[src/rtl/sprite_color_mapper_if.sv]
// Sprite position load channel: valid/ready transfer of the requested sprite top-left corner.
interface sprite_color_mapper_if;
    logic [9:0] pos_x;
    logic [9:0] pos_y;
    logic       pos_valid;
    logic       pos_ready;

    modport master (output pos_x, output pos_y, output pos_valid, input pos_ready);
    modport slave  (input pos_x, input pos_y, input pos_valid, output pos_ready);
endinterface

[src/rtl/sprite_color_mapper.sv]
// VGA pixel stage: overlays one animated 32x32 palette sprite on a flat background,
// with sync/blank delayed 3 cycles and sprite position committed at vsync.
module sprite_color_mapper #(
    parameter int unsigned SPR_W      = 32,
    parameter int unsigned SPR_H      = 32,
    parameter int unsigned N_FRAMES   = 4,
    parameter int unsigned ANIM_DIV   = 6,
    parameter logic [23:0] BG_COLOR   = 24'h000040,
    parameter logic [3:0]  TRANSP_IDX = 4'd0
) (
    input  logic                   Clk,
    input  logic                   Reset_n,
    input  logic [9:0]             DrawX,
    input  logic [9:0]             DrawY,
    input  logic                   blank_in,
    input  logic                   hs_in,
    input  logic                   vs_in,
    sprite_color_mapper_if.slave   pos,
    output logic [11:0]            rom_addr,
    input  logic [3:0]             rom_data,
    output logic [7:0]             VGA_R,
    output logic [7:0]             VGA_G,
    output logic [7:0]             VGA_B,
    output logic                   hs_out,
    output logic                   vs_out,
    output logic                   blank_out,
    output logic                   frame_tick
);
    localparam int unsigned XW = $clog2(SPR_W);
    localparam int unsigned YW = $clog2(SPR_H);
    localparam int unsigned FW = $clog2(N_FRAMES);
    localparam int unsigned AW = FW + YW + XW;
    localparam int unsigned CW = (ANIM_DIV > 1) ? $clog2(ANIM_DIV) : 1;

    logic [9:0]    act_x, act_y, shadow_x, shadow_y;
    logic          shadow_full;
    logic [FW-1:0] anim_idx;
    logic [CW-1:0] frame_cnt;

    logic          hit1, blank1, hs1, vs1;
    logic          hit2, blank2, hs2, vs2;
    logic [23:0]   rgb;

    logic [10:0]   dx, dy;
    logic          hit_c;
    logic [AW-1:0] addr_c;
    logic          vs_fall;
    logic [23:0]   pal_c;

    // Offset into the sprite; 11-bit so coordinates left/above the sprite go negative instead of wrapping.
    always_comb begin
        dx     = {1'b0, DrawX} - {1'b0, act_x};
        dy     = {1'b0, DrawY} - {1'b0, act_y};
        hit_c  = !dx[10] && !dy[10] && (dx < 11'(SPR_W)) && (dy < 11'(SPR_H));
        addr_c = {anim_idx, dy[YW-1:0], dx[XW-1:0]};
    end

    assign vs_fall = vs1 && !vs_in;

    // Fixed 16-entry palette.
    always_comb begin
        pal_c = 24'h000000;
        case (rom_data)
            4'h0: pal_c = 24'h000000;
            4'h1: pal_c = 24'hFFFFFF;
            4'h2: pal_c = 24'hFF0000;
            4'h3: pal_c = 24'h00FF00;
            4'h4: pal_c = 24'h0000FF;
            4'h5: pal_c = 24'hFFFF00;
            4'h6: pal_c = 24'hFF00FF;
            4'h7: pal_c = 24'h00FFFF;
            4'h8: pal_c = 24'h808080;
            4'h9: pal_c = 24'hC0C0C0;
            4'hA: pal_c = 24'h800000;
            4'hB: pal_c = 24'h008000;
            4'hC: pal_c = 24'h000080;
            4'hD: pal_c = 24'hFF8000;
            4'hE: pal_c = 24'h8000FF;
            4'hF: pal_c = 24'h804000;
            default: pal_c = 24'h000000;
        endcase
    end

    // Pixel pipeline: the ROM address is formed from the live coordinates so the 1-cycle ROM read lands in S3.
    always_ff @(posedge Clk or negedge Reset_n) begin
        if (!Reset_n) begin
            rom_addr  <= 12'd0;
            hit1      <= 1'b0;
            blank1    <= 1'b0;
            hs1       <= 1'b1;
            vs1       <= 1'b1;
            hit2      <= 1'b0;
            blank2    <= 1'b0;
            hs2       <= 1'b1;
            vs2       <= 1'b1;
            rgb       <= 24'h000000;
            hs_out    <= 1'b1;
            vs_out    <= 1'b1;
            blank_out <= 1'b0;
        end else begin
            rom_addr  <= 12'(addr_c);
            hit1      <= hit_c;
            blank1    <= blank_in;
            hs1       <= hs_in;
            vs1       <= vs_in;
            hit2      <= hit1;
            blank2    <= blank1;
            hs2       <= hs1;
            vs2       <= vs1;
            hs_out    <= hs2;
            vs_out    <= vs2;
            blank_out <= blank2;
            if (!blank2)
                rgb <= 24'h000000;
            else if (!hit2 || rom_data == TRANSP_IDX)
                rgb <= BG_COLOR;
            else
                rgb <= pal_c;
        end
    end

    assign VGA_R = rgb[23:16];
    assign VGA_G = rgb[15:8];
    assign VGA_B = rgb[7:0];

    // Position shadow/commit; pos_ready low while full, so load and commit never coincide.
    always_ff @(posedge Clk or negedge Reset_n) begin
        if (!Reset_n) begin
            act_x         <= 10'd0;
            act_y         <= 10'd0;
            shadow_x      <= 10'd0;
            shadow_y      <= 10'd0;
            shadow_full   <= 1'b0;
            pos.pos_ready <= 1'b1;
        end else if (pos.pos_valid && pos.pos_ready) begin
            shadow_x      <= pos.pos_x;
            shadow_y      <= pos.pos_y;
            shadow_full   <= 1'b1;
            pos.pos_ready <= 1'b0;
        end else if (vs_fall && shadow_full) begin
            act_x         <= shadow_x;
            act_y         <= shadow_y;
            shadow_full   <= 1'b0;
            pos.pos_ready <= 1'b1;
        end
    end

    // Frame tick and animation step.
    always_ff @(posedge Clk or negedge Reset_n) begin
        if (!Reset_n) begin
            frame_tick <= 1'b0;
            frame_cnt  <= '0;
            anim_idx   <= '0;
        end else begin
            frame_tick <= vs_fall;
            if (frame_tick) begin
                if (frame_cnt == CW'(ANIM_DIV - 1)) begin
                    frame_cnt <= '0;
                    anim_idx  <= anim_idx + FW'(1);
                end else begin
                    frame_cnt <= frame_cnt + CW'(1);
                end
            end
        end
    end
endmodule
[src/flat_wrapper.sv]
// flat-port wrapper written by rule: the top's interface ports become plain ports
module sprite_color_mapper_flat 
#(
    parameter int unsigned SPR_W      = 32,
    parameter int unsigned SPR_H      = 32,
    parameter int unsigned N_FRAMES   = 4,
    parameter int unsigned ANIM_DIV   = 6,
    parameter logic [23:0] BG_COLOR   = 24'h000040,
    parameter logic [3:0]  TRANSP_IDX = 4'd0
)
  (Clk, Reset_n, DrawX, DrawY, blank_in, hs_in, vs_in, rom_addr, rom_data, VGA_R, VGA_G, VGA_B, hs_out, vs_out, blank_out, frame_tick, pos_pos_x, pos_pos_y, pos_pos_valid, pos_pos_ready);
  sprite_color_mapper_if pos_i ();
  input  logic Clk;
  input  logic Reset_n;
  input  logic [9:0] DrawX;
  input  logic [9:0] DrawY;
  input  logic blank_in;
  input  logic hs_in;
  input  logic vs_in;
  output logic [11:0] rom_addr;
  input  logic [3:0] rom_data;
  output logic [7:0] VGA_R;
  output logic [7:0] VGA_G;
  output logic [7:0] VGA_B;
  output logic hs_out;
  output logic vs_out;
  output logic blank_out;
  output logic frame_tick;
  input wire logic [$bits(pos_i.pos_x)-1:0] pos_pos_x;
  input wire logic [$bits(pos_i.pos_y)-1:0] pos_pos_y;
  input wire logic [$bits(pos_i.pos_valid)-1:0] pos_pos_valid;
  output wire logic [$bits(pos_i.pos_ready)-1:0] pos_pos_ready;
  assign pos_i.pos_x = pos_pos_x;
  assign pos_i.pos_y = pos_pos_y;
  assign pos_i.pos_valid = pos_pos_valid;
  assign pos_pos_ready = pos_i.pos_ready;
  sprite_color_mapper #(.SPR_W(SPR_W), .SPR_H(SPR_H), .N_FRAMES(N_FRAMES), .ANIM_DIV(ANIM_DIV), .BG_COLOR(BG_COLOR), .TRANSP_IDX(TRANSP_IDX)) u_core (.Clk(Clk), .Reset_n(Reset_n), .DrawX(DrawX), .DrawY(DrawY), .blank_in(blank_in), .hs_in(hs_in), .vs_in(vs_in), .pos(pos_i), .rom_addr(rom_addr), .rom_data(rom_data), .VGA_R(VGA_R), .VGA_G(VGA_G), .VGA_B(VGA_B), .hs_out(hs_out), .vs_out(vs_out), .blank_out(blank_out), .frame_tick(frame_tick));
endmodule
[config.mk]
export PLATFORM = sky130hd
export DESIGN_NAME = sprite_color_mapper_flat
export DESIGN_NICKNAME = d
export VERILOG_FILES = /design/src/rtl/sprite_color_mapper_if.sv /design/src/rtl/sprite_color_mapper.sv /design/src/flat_wrapper.sv
export SDC_FILE = /design/constraint.sdc
export NUM_CORES = 1
export LEC_CHECK = 0
export ABC_AREA = 1
export CAP_MARGIN = 40
export CORE_MARGIN = 2
export CORE_UTILIZATION = 46
export DETAILED_ROUTE_END_ITERATION = 10
export PLACE_DENSITY = 0.8
export SETUP_SLACK_MARGIN = 0.5
export SKIP_LAST_GASP = 1
export SLEW_MARGIN = 20
export SYNTH_ARGS = -nofsm -noshare
export SYNTH_HDL_FRONTEND = slang
export SYNTH_SLANG_ARGS = --single-unit
export TNS_END_PERCENT = 50
[constraint.sdc]
create_clock -name Clk -period 1.7 [get_ports Clk]
set_input_delay 0.17 -clock Clk [delete_from_list [all_inputs] [get_ports Clk]]
set_output_delay 0.17 -clock Clk [all_outputs]
set_load 0.03 [all_outputs]
Word level (Yosys, flattened, before mapping)
Memories as Yosys holds them, arrays and structs flattened.
Index checks and enable logic that the tools add are counted.

word-level totals
  register bits after elaboration = 95
  memory bits (read-only) = 384
  bits of input ports = 50
  logic and storage cells = 53
  memories = 1

cells by class
  add/sub/neg operators = 4
  $lt $le $gt $ge = 2
  eq/ne operators = 1
  multiplexer cells = 7
  bitwise operators = 1
  reduce and logical (&&, ||, !) cells = 15

memories
  memory           depth  bits a word  read ports  clocked after Yosys merged registers in  write ports  line                       RTL
  (no name shown)  16     24           1           0                                        0            sprite_color_mapper.sv:63  case (rom_data)

operators with widths
  cell                                                                   count
  24-bit 2-to-1 mux                                                      2
  11-bit by 6-bit < comparator with 1-bit output, second input constant  2
  10-bit by 10-bit subtractor with 11-bit output                         2
  1-bit logical AND                                                      6
  1-bit zero test                                                        4
  4-bit zero test                                                        1
  1-bit 2-to-1 mux                                                       4
  2-bit AND reduction                                                    2
  3-bit by 1-bit adder with 3-bit output, second input constant          1
  3-bit equality test, second input constant                             1
  3-bit 2-to-1 mux                                                       1
  2-bit by 1-bit adder with 2-bit output, second input constant          1
  2-bit nonzero test                                                     1
  1-bit logical OR                                                       1
  1-bit inverter                                                         1

Logic depth before layout (Yosys ltp)
  depth in word-level cells = 5
  mapped depth = 14

Worst setup path after synthesis
Ideal clock, no wire load.

  kind = register to register
  from = register u_core.act_x[0]
  to = register u_core.hit1
  setup time = 0.069 ns
  arrival = 1.592 ns
  required time = 1.631 ns
  path slack = 0.039 ns
  stages on the path, launching flop included = 12
  buffers on the path = 0
  clock period less this slack = 1.661 ns
  path through = dfrtp_1 -> ha_1 -> fa_1 -> inv_1 -> nand2_1 -> nand2_1 -> nand3_1 -> nand3_1 -> nand4_1 -> nor2_1 -> nand2_1 -> nor2_2

between the ends
  longest elaborated chain between the ends = 5
  elaborated cells between the ends (all ways) = 6
  those cells by class = add/sub (1); order compare (1); reduce/logical (4)

RTL lines
  element                                                                                 line                        RTL
  from (decl)                                                                             sprite_color_mapper.sv:35   logic [9:0] act_x, act_y, shadow_x, shadow_y;
  from (signal assigned)                                                                  sprite_color_mapper.sv:141  act_x <= shadow_x;
  10-bit by 10-bit subtractor with 11-bit output (*)                                      sprite_color_mapper.sv:52   dx = {1'b0, DrawX} - {1'b0, act_x};
  branches (longest 2 deep; another with 11-bit by 6-bit < comparator with 1-bit output)  n/a
  1-bit logical AND (*) (2 in a row)                                                      sprite_color_mapper.sv:54   hit_c = !dx[10] && !dy[10] && (dx < 11'(SPR_W)) && (dy < 11'(SPR_H));
  net u_core.hit_c                                                                        sprite_color_mapper.sv:45   logic hit_c;
  to (signal assigned)                                                                    sprite_color_mapper.sv:102  hit1 <= hit_c;
  to (decl)                                                                               sprite_color_mapper.sv:40   logic hit1, blank1, hs1, vs1;

Mark *: on every way through the listed nets, which the timed path passes.
A chain may end at the register's enable or synchronous reset.

Worst setup path in the final report
  from = register u_core.act_x[3]
  to = register u_core.hit1

The elaborated chain is that of the path after synthesis.

==> impl_metrics.tcl <==
set metrics [dict create \
    cp.required_ns 1.99 \
    p_seq_share_pct 32.9 \
    endpoint_kind "register" \
    insertedDiodeCount 0 \
    clkPwrFrac_pct 14.5 \
    violations "negative setup slack" \
    reg2reg_from "u_core.act_x[3]$_DFFE_PN0P_" \
    ir_drop_mv 0.7180 \
    place_area_sq_mm 0.005263 \
    die_h_um 98.57 \
    finalNetCount 716 \
    yosysSeqAreaShare_pct 48.87 \
    hold_class "in2reg" \
    path_buf_inv 1 \
    final_util_pct 69.23 \
    final_cell_area_sq_mm 0.006008 \
    final_layout_size_suffix_gt1_share_pct 29.39 \
    outcome "finished, violations left" \
    fin_crit_sh_pct 104.2 \
    grt_pass1_wl_um 14370 \
    yosys.area.top_type "dfrtp_1" \
    core_area_sq_mm 0.008678 \
    io_buffer_count 90 \
    r2r_slack_ns -0.07 \
    setup_viol 1 \
    postSynthCellCount 505 \
    finalCriticalPeriod_ns 1.771 \
    reg2reg_to "u_core.hit1$_DFF_PN0_" \
    drv_cap 0 \
    worstMarginPinSlew_ns 0.4384 \
    ys_ff_latch 80 \
    grt_antenna_before_repair 0 \
    post_drt_wl_per_cell_um 13.56 \
    yosys_warnings 0 \
    drt_iter0_drc 102 \
    io_pins 91 \
    path_cells "inv_1 -> ha_2 -> nand2_2 -> nor2_1 -> nand3_1 -> nand2_1 -> nand2_1 -> nand2_1 -> nand3_1 -> nor2_1 -> nand2_1 -> nor2_2" \
    synth_cell_types 25 \
    hold_viol 0 \
    internal_power_mw 5.335 \
    gr-usage-met3_pct 4.681 \
    synth.cells.most_frequent "nand2_1, inv_1, dfrtp_1, o21ai_0, nor2_1" \
    rsz0062_at_grt "yes" \
    clkLatencyLatePin_ns 0.36 \
    vias 3643 \
    ctsLongestPathBuffers 2 \
    p_comb_share_pct 52.6 \
    synth_most_common_cell "nand2_1" \
    via_per_inst 4.851 \
    crit_cells 12 \
    relSlewSlack_pct 70.78 \
    fin_skew_ns 0.01284 \
    first_pass_iters 4 \
    synth_nets 583 \
    slew_viol_final 0 \
    setup_ws_ns -0.07107 \
    cts_buffers 9 \
    fp-row-count 34 \
    cp_slowest_cell "dfrtp_1" \
    use_met2_pct 31.97 \
    power_switching_mw 3.704 \
    htreeDepth 3 \
    critPathMaxStageDelay_ns 0.39 \
    detail-route-antenna-nets 0 \
    areaGrowthSynthToFinish_pct 46.05 \
    crit_top_cell "nand2_1" \
    reg2reg_depth 12 \
    worstSetupPathType "reg2reg" \
    p_per_area_mw_per_mm2 1504 \
    hpwl_um 6556 \
    met1_usage_pct 21.86 \
    cts_tree "done" \
    syn_area_sq_mm 0.004114 \
    grt_overflow_total 0 \
    yosysTopAreaCellShare_pct 44.40 \
    synth_edf_count 0 \
    fillers 635 \
    crit_fanout 5 \
    syn_avg_cell_area_sq_um 8.146 \
    crit_end "u_core.hit1$_DFF_PN0_" \
    cts.sinks 80 \
    clock-root-buffer "clkbuf_8" \
    clk_pin_slew_ns 0.09 \
    start_kind "register" \
    initial_utilization_pct 47.40 \
    synth_flop_cell "dfrtp_1" \
    dieArea_sq_mm 0.009716 \
    die_w_um 98.57 \
    crit_start "u_core.act_x[3]$_DFFE_PN0P_" \
    worstPathArrival_ns 2.06 \
    drc 0 \
    grt_use_total_pct 18.25 \
    grt-busiest-layer "met2" \
    synthTopCellsByArea "dfrtp_1, nand2_1, inv_1" \
    critical_path.top_delay_family "simple AND/OR/NAND/NOR gates" \
    swShare_pct 40.98 \
    async_reset_ff_share_pct 100.0 \
    postRouteWirelength_um 10190 \
    p_leak_nw 3.114 \
    place.gp.congestion 0.8549 \
    timing.fmax_ghz 0.5646 \
    grt_max_degree 41 \
    grt_pass1_vias 3415 \
]
## cells by family (layout without fill, tap and decap cells)
logic type | after synthesis | count (layout) | share of synthesized area [%]
and+or+nand+nor | 198 | 198 | 19.53
buffers and inverters | 123 | 261 | 12.62
DFF | 80 | 80 | 48.87
AOI/OAI and AO/OA | 68 | 68 | 8.394
adders and majority gates | 28 | 28 | 8.881
xor gates and xnor gates | 8 | 8 | 1.703
## per-stage QoR
step	worst slack [ns]	setup TNS, ns	cells	total power, mW	hold WS (ns)
floorplan	0.1081	0	505	5.394	-0.1256
global placement	-0.2850	-0.3257	709	6.629	0.1404
detailed placement	-0.3677	-1.075	709	6.794	0.1503
CTS	0.008738	0	733	8.221	0.2097
global route	-0.1884	-0.1884	751	9.780	0.2028
finish	-0.07107	-0.07107	751	9.039	0.2191
## worst reg2reg max path: stages (launching register included)
cell and delay (ns):
dfrtp_1 0.39, inv_1 0.07, ha_2 0.37, nand2_2 0.08, nor2_1 0.15, nand3_1 0.14
nand2_1 0.09, nand2_1 0.06, nand2_1 0.08, nand3_1 0.07, nor2_1 0.08, nand2_1 0.07
nor2_2 0.07
## routing by layer
metal | vias up | share of wire, %
li1 | 1796 | -
met1 | 1724 | 39
met2 | 98 | 54
met3 | 25 | 4.0
met4 | 0 | 2.8
met5 | - | 0
## power by group through the flow
stage | Combinational, mW | Sequential [mW] | Clock (mW)
after floorplan | 2.21 | 3.19 | 0
after global placement | 3.74 | 2.89 | 0
after detailed placement | 3.87 | 2.92 | 0
after CTS | 3.99 | 2.88 | 1.35
after global routing | 5.29 | 3.04 | 1.45
final | 4.75 | 2.97 | 1.32
## how the worst min path moves through the flow
| stage | from | endpoint | slack (ns) | cells past startpoint |
|---|---|---|---|---|
| after floorplan | Reset_n | u_core.act_x[0]$_DFFE_PN0P_ | -0.13 | 0 |
| after global placement | Reset_n | u_core.rom_addr[11]$_DFF_PN0_ | 0.14 | 1 |
| after detailed placement | Reset_n | u_core.rom_addr[5]$_DFF_PN0_ | 0.15 | 1 |
| after CTS | hs_in | u_core.hs1$_DFF_PN1_ | 0.21 | 1 |
| after global routing | hs_in | u_core.hs1$_DFF_PN1_ | 0.20 | 1 |
| final | hs_in | u_core.hs1$_DFF_PN1_ | 0.22 | 1 |
## what timing repair did
action | in CTS | in global routing
hold buffers | 1 | 0
endpoints found under the setup margin | 81 | 93
setup buffers | 7 | 9
endpoints found under the hold margin | 26 | 0
pin swaps | 8 | 17
cloned | 0 | 9
resized for setup | 190 | 92
## registers in the layout, indices dropped and copies added, names as in the netlist, 2 cells and up
name and count:
u_core.act_x 10, u_core.act_y 10, u_core.anim_idx 2, u_core.frame_cnt 3, u_core.rgb 9, u_core.rom_addr 12
u_core.shadow_x 10, u_core.shadow_y 10
## layout make-up
cell class	count	area, sq um	area share (%)
flip-flops and latches	80	2012	33.49
multi-input cells	302	1852	30.82
repair buffers	146	1449	24.11
inverters	99	374.1	6.227
clock buffers	10	137.6	2.291
well taps	108	135.1	2.249
clock inverters	6	48.80	0.8122
## layout by cell type (no fill, tap or decap), types with 15 or more instances in the layout
master and count:
buf_4 48, nand3_1 15, clkdlybuf4s50_1 46, nor2_1 31, nand2_1 105, dfrtp_1 72, inv_1 89, o21ai_0 28
ha_1 18, nand2_2 25
(Power assumes the default switching activity.)
